--- config.mk ---
export PLATFORM = sky130hd
export DESIGN_NAME = mem_arbiter_flat
export DESIGN_NICKNAME = d
export VERILOG_FILES = /design/src/rtl/mem_arbiter_pkg.sv /design/src/rtl/mem_arbiter_if.sv /design/src/rtl/mem_arbiter_rr_arb2.sv /design/src/rtl/mem_arbiter.sv /design/src/flat_wrapper.sv
export SDC_FILE = /design/constraint.sdc
export NUM_CORES = 1
export LEC_CHECK = 0
export ABC_CLOCK_PERIOD_IN_PS = 4500
export CAP_MARGIN = 5
export CORE_MARGIN = 4
export CORE_UTILIZATION = 45
export CTS_BUF_LIST = sky130_fd_sc_hd__clkbuf_16
export CTS_CLUSTER_SIZE = 24
export DETAILED_ROUTE_END_ITERATION = 12
export MAX_ROUTING_LAYER = met4
export PLACE_DENSITY_LB_ADDON = 0.12
export REMOVE_ABC_BUFFERS = 1
export SLEW_MARGIN = 5
export SYNTH_ARGS = -nofsm -noshare
export SYNTH_HDL_FRONTEND = slang
export SYNTH_HIERARCHICAL = 1
export SYNTH_SLANG_ARGS = --single-unit
--- constraint.sdc ---
create_clock -name clk -period 4.5 [get_ports clk]
set_clock_uncertainty 0.2 [all_clocks]
set_input_delay 0.9 -clock clk [delete_from_list [all_inputs] [get_ports clk]]
set_output_delay 0.9 -clock clk [all_outputs]
set_load 0.02 [all_outputs]
--- src/rtl/mem_arbiter_pkg.sv ---
`default_nettype none
// ============================================================================
// mem_arbiter_pkg : shared widths, timeout and FSM encoding for mem_arbiter
// Revision: 1.0
// ============================================================================
package mem_arbiter_pkg;

  localparam int ADDR_W  = 8;
  localparam int DATA_W  = 8;
  localparam int TIMEOUT = 16;
  localparam int TMO_W   = $clog2(TIMEOUT);

  localparam logic [TMO_W-1:0] TMO_LAST = TMO_W'(TIMEOUT - 1);

  typedef enum logic [1:0] {
    IDLE    = 2'd0,
    ISSUE   = 2'd1,
    WAIT    = 2'd2,
    RELEASE = 2'd3
  } state_t;

  // A request is valid only when exactly one of read/write is asserted.
  function automatic logic valid_req(input logic rd, input logic wr);
    return rd ^ wr;
  endfunction

endpackage
`default_nettype wire

--- src/rtl/mem_arbiter_if.sv ---
`default_nettype none
// ============================================================================
// mem_arbiter_if : two requester ports plus the downstream memory bus
// Revision: 1.0
// ============================================================================
interface mem_arbiter_if;
  import mem_arbiter_pkg::*;

  logic              p0_read;
  logic              p0_write;
  logic [ADDR_W-1:0] p0_address;
  logic [DATA_W-1:0] p0_write_data;
  logic [DATA_W-1:0] p0_read_data;
  logic              p0_busy_wait;

  logic              p1_read;
  logic              p1_write;
  logic [ADDR_W-1:0] p1_address;
  logic [DATA_W-1:0] p1_write_data;
  logic [DATA_W-1:0] p1_read_data;
  logic              p1_busy_wait;

  logic              mem_read;
  logic              mem_write;
  logic [ADDR_W-1:0] mem_address;
  logic [DATA_W-1:0] mem_write_data;
  logic [DATA_W-1:0] mem_read_data;
  logic              mem_busy_wait;

  logic              err_illegal;

  modport slave (
    input  p0_read, p0_write, p0_address, p0_write_data,
    output p0_read_data, p0_busy_wait,
    input  p1_read, p1_write, p1_address, p1_write_data,
    output p1_read_data, p1_busy_wait,
    output mem_read, mem_write, mem_address, mem_write_data,
    input  mem_read_data, mem_busy_wait,
    output err_illegal
  );

  modport master (
    output p0_read, p0_write, p0_address, p0_write_data,
    input  p0_read_data, p0_busy_wait,
    output p1_read, p1_write, p1_address, p1_write_data,
    input  p1_read_data, p1_busy_wait,
    input  mem_read, mem_write, mem_address, mem_write_data,
    output mem_read_data, mem_busy_wait,
    input  err_illegal
  );

endinterface
`default_nettype wire

--- src/rtl/mem_arbiter_rr_arb2.sv ---
`default_nettype none
// ============================================================================
// rr_arb2 : two-requester round-robin grant, one-hot output
// Revision: 1.0
// ============================================================================
module rr_arb2 (
  input  logic [1:0] req_i,
  input  logic       last_grant_i,
  output logic [1:0] gnt_o
);

  always_comb begin
    gnt_o = req_i;
    // On contention the port not served last wins.
    if (&req_i) begin
      gnt_o = last_grant_i ? 2'b01 : 2'b10;
    end
  end

endmodule
`default_nettype wire

--- src/rtl/mem_arbiter.sv ---
`default_nettype none
// ============================================================================
// mem_arbiter : round-robin arbiter sharing one data memory between two masters
// Revision: 1.0
// ============================================================================
module mem_arbiter
  import mem_arbiter_pkg::*;
(
  input  logic          clk,
  input  logic          rst,
  mem_arbiter_if.slave  bus
);

  state_t            state_q, state_d;
  logic              grant_q, grant_d;
  logic              last_grant_q, last_grant_d;
  logic              mem_read_q, mem_read_d;
  logic              mem_write_q, mem_write_d;
  logic [ADDR_W-1:0] addr_q, addr_d;
  logic [DATA_W-1:0] wdata_q, wdata_d;
  logic [DATA_W-1:0] p0_rdata_q, p0_rdata_d;
  logic [DATA_W-1:0] p1_rdata_q, p1_rdata_d;
  logic [TMO_W-1:0]  tmo_q, tmo_d;
  logic              err_q, err_d;

  logic [1:0]        req;
  logic [1:0]        gnt;
  logic              illegal;
  logic              releasing;

  assign req[0]  = valid_req(bus.p0_read, bus.p0_write);
  assign req[1]  = valid_req(bus.p1_read, bus.p1_write);
  assign illegal = (bus.p0_read & bus.p0_write) | (bus.p1_read & bus.p1_write);

  rr_arb2 u_rr_arb2 (
    .req_i        (req),
    .last_grant_i (last_grant_q),
    .gnt_o        (gnt)
  );

  always_ff @(posedge clk) begin
    if (!rst) begin
      state_q      <= IDLE;
      grant_q      <= 1'b0;
      last_grant_q <= 1'b1;
      mem_read_q   <= 1'b0;
      mem_write_q  <= 1'b0;
      addr_q       <= '0;
      wdata_q      <= '0;
      p0_rdata_q   <= '0;
      p1_rdata_q   <= '0;
      tmo_q        <= '0;
      err_q        <= 1'b0;
    end else begin
      state_q      <= state_d;
      grant_q      <= grant_d;
      last_grant_q <= last_grant_d;
      mem_read_q   <= mem_read_d;
      mem_write_q  <= mem_write_d;
      addr_q       <= addr_d;
      wdata_q      <= wdata_d;
      p0_rdata_q   <= p0_rdata_d;
      p1_rdata_q   <= p1_rdata_d;
      tmo_q        <= tmo_d;
      err_q        <= err_d;
    end
  end

  always_comb begin
    state_d      = state_q;
    grant_d      = grant_q;
    last_grant_d = last_grant_q;
    mem_read_d   = mem_read_q;
    mem_write_d  = mem_write_q;
    addr_d       = addr_q;
    wdata_d      = wdata_q;
    p0_rdata_d   = p0_rdata_q;
    p1_rdata_d   = p1_rdata_q;
    tmo_d        = tmo_q;
    err_d        = err_q | illegal;

    case (state_q)
      IDLE: begin
        if (|req) begin
          grant_d     = gnt[1] & ~gnt[0];
          mem_read_d  = gnt[1] ? bus.p1_read       : bus.p0_read;
          mem_write_d = gnt[1] ? bus.p1_write      : bus.p0_write;
          addr_d      = gnt[1] ? bus.p1_address    : bus.p0_address;
          wdata_d     = gnt[1] ? bus.p1_write_data : bus.p0_write_data;
          tmo_d       = '0;
          state_d     = ISSUE;
        end
      end
      ISSUE: begin
        if (bus.mem_busy_wait) begin
          tmo_d   = '0;
          state_d = WAIT;
        end else if (tmo_q == TMO_LAST) begin
          // Memory never acknowledged: drop the command and release the port.
          mem_read_d  = 1'b0;
          mem_write_d = 1'b0;
          err_d       = 1'b1;
          tmo_d       = '0;
          state_d     = RELEASE;
        end else begin
          tmo_d = tmo_q + 1'b1;
        end
      end
      WAIT: begin
        if (!bus.mem_busy_wait) begin
          if (mem_read_q) begin
            if (grant_q) p1_rdata_d = bus.mem_read_data;
            else         p0_rdata_d = bus.mem_read_data;
          end
          mem_read_d  = 1'b0;
          mem_write_d = 1'b0;
          state_d     = RELEASE;
        end
      end
      RELEASE: begin
        last_grant_d = grant_q;
        state_d      = IDLE;
      end
      default: state_d = IDLE;
    endcase
  end

  // busy_wait drops for the single RELEASE cycle of the granted port.
  assign releasing        = (state_q == RELEASE);
  assign bus.p0_busy_wait = req[0] & ~(releasing & ~grant_q);
  assign bus.p1_busy_wait = req[1] & ~(releasing &  grant_q);

  assign bus.p0_read_data   = p0_rdata_q;
  assign bus.p1_read_data   = p1_rdata_q;
  assign bus.mem_read       = mem_read_q;
  assign bus.mem_write      = mem_write_q;
  assign bus.mem_address    = addr_q;
  assign bus.mem_write_data = wdata_q;
  assign bus.err_illegal    = err_q;

endmodule
`default_nettype wire

--- src/flat_wrapper.sv ---
// flat-port wrapper written by rule: the top's interface ports become plain ports
module mem_arbiter_flat import mem_arbiter_pkg::*;
  (clk, rst, bus_p0_read, bus_p0_write, bus_p0_address, bus_p0_write_data, bus_p0_read_data, bus_p0_busy_wait, bus_p1_read, bus_p1_write, bus_p1_address, bus_p1_write_data, bus_p1_read_data, bus_p1_busy_wait, bus_mem_read, bus_mem_write, bus_mem_address, bus_mem_write_data, bus_mem_read_data, bus_mem_busy_wait, bus_err_illegal);
  mem_arbiter_if bus_i ();
  input  logic clk;
  input  logic rst;
  input wire logic [$bits(bus_i.p0_read)-1:0] bus_p0_read;
  input wire logic [$bits(bus_i.p0_write)-1:0] bus_p0_write;
  input wire logic [$bits(bus_i.p0_address)-1:0] bus_p0_address;
  input wire logic [$bits(bus_i.p0_write_data)-1:0] bus_p0_write_data;
  output wire logic [$bits(bus_i.p0_read_data)-1:0] bus_p0_read_data;
  output wire logic [$bits(bus_i.p0_busy_wait)-1:0] bus_p0_busy_wait;
  input wire logic [$bits(bus_i.p1_read)-1:0] bus_p1_read;
  input wire logic [$bits(bus_i.p1_write)-1:0] bus_p1_write;
  input wire logic [$bits(bus_i.p1_address)-1:0] bus_p1_address;
  input wire logic [$bits(bus_i.p1_write_data)-1:0] bus_p1_write_data;
  output wire logic [$bits(bus_i.p1_read_data)-1:0] bus_p1_read_data;
  output wire logic [$bits(bus_i.p1_busy_wait)-1:0] bus_p1_busy_wait;
  output wire logic [$bits(bus_i.mem_read)-1:0] bus_mem_read;
  output wire logic [$bits(bus_i.mem_write)-1:0] bus_mem_write;
  output wire logic [$bits(bus_i.mem_address)-1:0] bus_mem_address;
  output wire logic [$bits(bus_i.mem_write_data)-1:0] bus_mem_write_data;
  input wire logic [$bits(bus_i.mem_read_data)-1:0] bus_mem_read_data;
  input wire logic [$bits(bus_i.mem_busy_wait)-1:0] bus_mem_busy_wait;
  output wire logic [$bits(bus_i.err_illegal)-1:0] bus_err_illegal;
  assign bus_i.p0_read = bus_p0_read;
  assign bus_i.p0_write = bus_p0_write;
  assign bus_i.p0_address = bus_p0_address;
  assign bus_i.p0_write_data = bus_p0_write_data;
  assign bus_p0_read_data = bus_i.p0_read_data;
  assign bus_p0_busy_wait = bus_i.p0_busy_wait;
  assign bus_i.p1_read = bus_p1_read;
  assign bus_i.p1_write = bus_p1_write;
  assign bus_i.p1_address = bus_p1_address;
  assign bus_i.p1_write_data = bus_p1_write_data;
  assign bus_p1_read_data = bus_i.p1_read_data;
  assign bus_p1_busy_wait = bus_i.p1_busy_wait;
  assign bus_mem_read = bus_i.mem_read;
  assign bus_mem_write = bus_i.mem_write;
  assign bus_mem_address = bus_i.mem_address;
  assign bus_mem_write_data = bus_i.mem_write_data;
  assign bus_i.mem_read_data = bus_mem_read_data;
  assign bus_i.mem_busy_wait = bus_mem_busy_wait;
  assign bus_err_illegal = bus_i.err_illegal;
  mem_arbiter u_core (.clk(clk), .rst(rst), .bus(bus_i));
endmodule
==> qor.csv <==
stage;metric;value;unit
run_status;status;completed;
detailed_routing;vias;1802;
synthesis;synth_compound_area_share;18.0;%
synthesis;synth_top_area_share;41.9;%
power_and_ir_drop;leakagePower;0.00127;µW
grt;grt.overflow.total;0;
place;port_buffers;83;
floorplanning;start_util;46.9;%
worst_setup_path;critPathLaunchType;input pin;
flow_run;maxCapViolations;0;
detailed_routing;first_iter_violations;95;
hold_path;worstHoldPathType;reg2reg;
grt;track_usage;18.7;%
final_layout;nFillCells;343;
synthesis;yosysUniqueCellTypes;33;
power_and_ir_drop;max-vdd-ir-drop;0.369;mV
timing;setup_viol;0;
synthesis;synth_top_family_by_area;simple AND/OR/NAND/NOR gates;
final_layout;seqCellArea;861;µm²
timing;min_period;3620;ps
synthesis;synthFlopType;dfxtp_1;
clock_tree;cts_resized;0;
clock_tree;tritoncts;yes;
synthesis;syn_inst;212;
place;gp_congestion;0.840;
synthesis;synthMuxAreaShare;13.8;%
floorplanning;core;0.00438;mm²
floorplanning;design.die.area;0.00571;mm²
place;dp_hpwl;3610;µm
synthesis;synth-edff-count;0;
timing;layout_setup_ws;883;ps
timing;fin_setup_tns;0;ps
synthesis;ys_seq_elements;43;
clock_tree;numCtsBuffers;5;
synthesis;synthTopCellsByArea;dfxtp_1 (42%), mux2i_1 (13%), o211a_1 (7.8%);
synthesis;synth-simple-area-share;18.5;%
synthesis;ys_seq_area_share;41.9;%
clock_tree;clkLatencyLatePin;280;ps
detailed_routing;first_pass_iters;4;
final_layout;multi_input_area;0.00113;mm²
synthesis;synth_xor_area_share;0;%
grt;grt_pass1_vias;1675;
detailed_routing;postRouteAntennaNets;0;
floorplanning;io_pins;84;
clock_tree;clockBufferDepth;2;
synthesis;async_reset_ff_share;0;%
place;place_ws;868;ps
timing;worstMarginPinSlew;1040;ps
worst_setup_path;end_kind;output port;
grt;grt_max_degree;35;
detailed_routing;drc;0;
worst_setup_path;cp_data_required_time;3400;ps
timing;max_freq;276;MHz
floorplanning;die_w;75.6;µm
clock_tree;cts-root-buf;clkbuf_16;
timing;fin_crit_sh;80.4;%
synthesis;yosys-top-cells-count;dfxtp_1 (43), nand2_1 (39), mux2i_1 (26), o211a_1 (16), a21boi_0 (14);
clock_tree;cts-hold-fix-buffers;0;
grt;antenna_found_initial;0;
floorplanning;die_y;75.6;µm
clock_tree;cts.sinks;43;
worst_setup_path;cp.arrival;2520;ps
timing;rsz0062_at_grt;no;
worst_setup_path;crit_type;in2out;
synthesis;yosys.area.top_type;dfxtp_1;
final_layout;num_antenna_cells;0;
timing;slew-limit-headroom;30.5;%
clock_tree;clk_pin_slew_worst_paths;60;ps
synthesis;syn_area_per_cell;9.69;µm²
power_and_ir_drop;powerDensity;496;mW/mm²
floorplanning;rows;24;
worst_setup_path;crit_path_max_fanout;5;
final_layout;area_growth;50.5;%
timing;drv_slew;0;
grt;grt_pass1_wl;7940;µm
detailed_routing;wl;4810;µm
worst_setup_path;reg2reg_slack;2340;ps
clock_tree;cts_setup_buffers;0;
detailed_routing;viasPerCell;5.21;
synthesis;synth_area;0.00205;mm²
final_layout;finalNetCount;348;
synthesis;ys.warnings.count;6;
detailed_routing;drt-wirelength-per-cell;13.9;µm
clock_tree;h-tree-depth;2;
timing;hold_viol;0;
synthesis;synthAdderAreaFrac;4.87;%
synthesis;yosys.cell_count.top_type;dfxtp_1;
final_layout;drive_gt1_share;5.78;%
## critical path, stage by stage
cell and delay, ps:
clkdlybuf4s50_1 430, ha_1 380, a21boi_0 190, clkdlybuf4s50_1 620
## cells by family (layout without fill, tap and decap cells)
logic type,Yosys count,after routing
adder cells (fa/ha/maj),8,8
flip-flops,43,43
multiplexers,28,28
AO/OA/AOI/OAI,44,44
buffers and inverters,16,98
AND/OR/NAND/NOR,73,73
## routing by layer
metal,part of all wire (%),track usage (%),vias up
met5,0,-,-
met3,7.6,5.94,5
met4,0.71,5.83,0
li1,-,-,915
met2,49,29.3,57
met1,43,22.9,825
## report_power, final
part	internal (µW)	leakage, µW	switching [µW]	total, µW
sequential	462	0.000352	51.6	514
clock	259	0.0000812	137	396
combinational	303	0.000832	323	626
total	1020	0.00127	512	1540
## placed cells by master (no fill, tap or decap), drive strengths merged
master | synthesis | routed
and3 | 1 | 1
clkinv | 0 | 2
o21a | 1 | 1
a21o | 1 | 1
a21boi | 17 | 17
o21ai | 5 | 5
mux2i | 26 | 26
nor3 | 3 | 3
a2111oi | 1 | 1
bufinv | 0 | 1
or3 | 1 | 1
clkdlybuf4s50 | 0 | 83
o31ai | 1 | 1
nand4b | 5 | 5
inv | 4 | 4
or2 | 1 | 1
buf | 2 | 3
nand3b | 1 | 1
nand2 | 39 | 39
nand2b | 1 | 1
nand3 | 3 | 3
ha | 8 | 8
o41a | 1 | 1
nor3b | 1 | 1
or4 | 1 | 1
mux2 | 2 | 2
nor2b | 10 | 10
o211a | 16 | 16
a211oi | 1 | 1
dfxtp | 43 | 43
nor2 | 4 | 4
clkbuf | 10 | 5
and2 | 2 | 2
## final timing paths
path / startpoint / endpoint / cells after the start
max reg2reg: u_core/state_q[0]$_SDFFE_PN0P_ / u_core/tmo_q[3]$_SDFFE_PN0P_ / 6
min reg2reg: u_core/bus.p1_read_data[6]$_SDFFE_PN0P_ / u_core/bus.p1_read_data[6]$_SDFFE_PN0P_ / 2
max: bus_p0_read / bus_p0_busy_wait / 4
min: u_core/bus.p1_read_data[6]$_SDFFE_PN0P_ / u_core/bus.p1_read_data[6]$_SDFFE_PN0P_ / 2
## sequential cells by signal (all words and copies together), names as in the netlist
name / cells
u_core/bus.err_illegal: 1
u_core/bus.mem_address: 8
u_core/bus.mem_read: 1
u_core/bus.mem_write: 1
u_core/bus.mem_write_data: 8
u_core/bus.p0_read_data: 8
u_core/bus.p1_read_data: 8
u_core/grant_q: 1
u_core/last_grant_q: 1
u_core/state_q: 2
u_core/tmo_q: 4
## per-stage QoR
stage               utilization [%]  hold slack, ps  total power (µW)  area [µm²]  cells
global route                   70.5             287              1630        3090    346
finish                         70.5             263              1540        3090    346
CTS                            70.5             263              1550        3090    346
detailed placement             66.8             251              1150        2930    338
global placement               66.8             243              1140        2930    338
floorplan                         -             257               884        2010    200
## final cells by class
cell class              instances  area share, %
clock inverters                 3           1.25
inverters                       4          0.485
flip-flops and latches         43           27.8
multi-input cells             153           36.7
well taps                      52           2.10
clock buffers                   5           4.05
repair buffers                 86           27.6
Power figures use the tool's default switching activity.
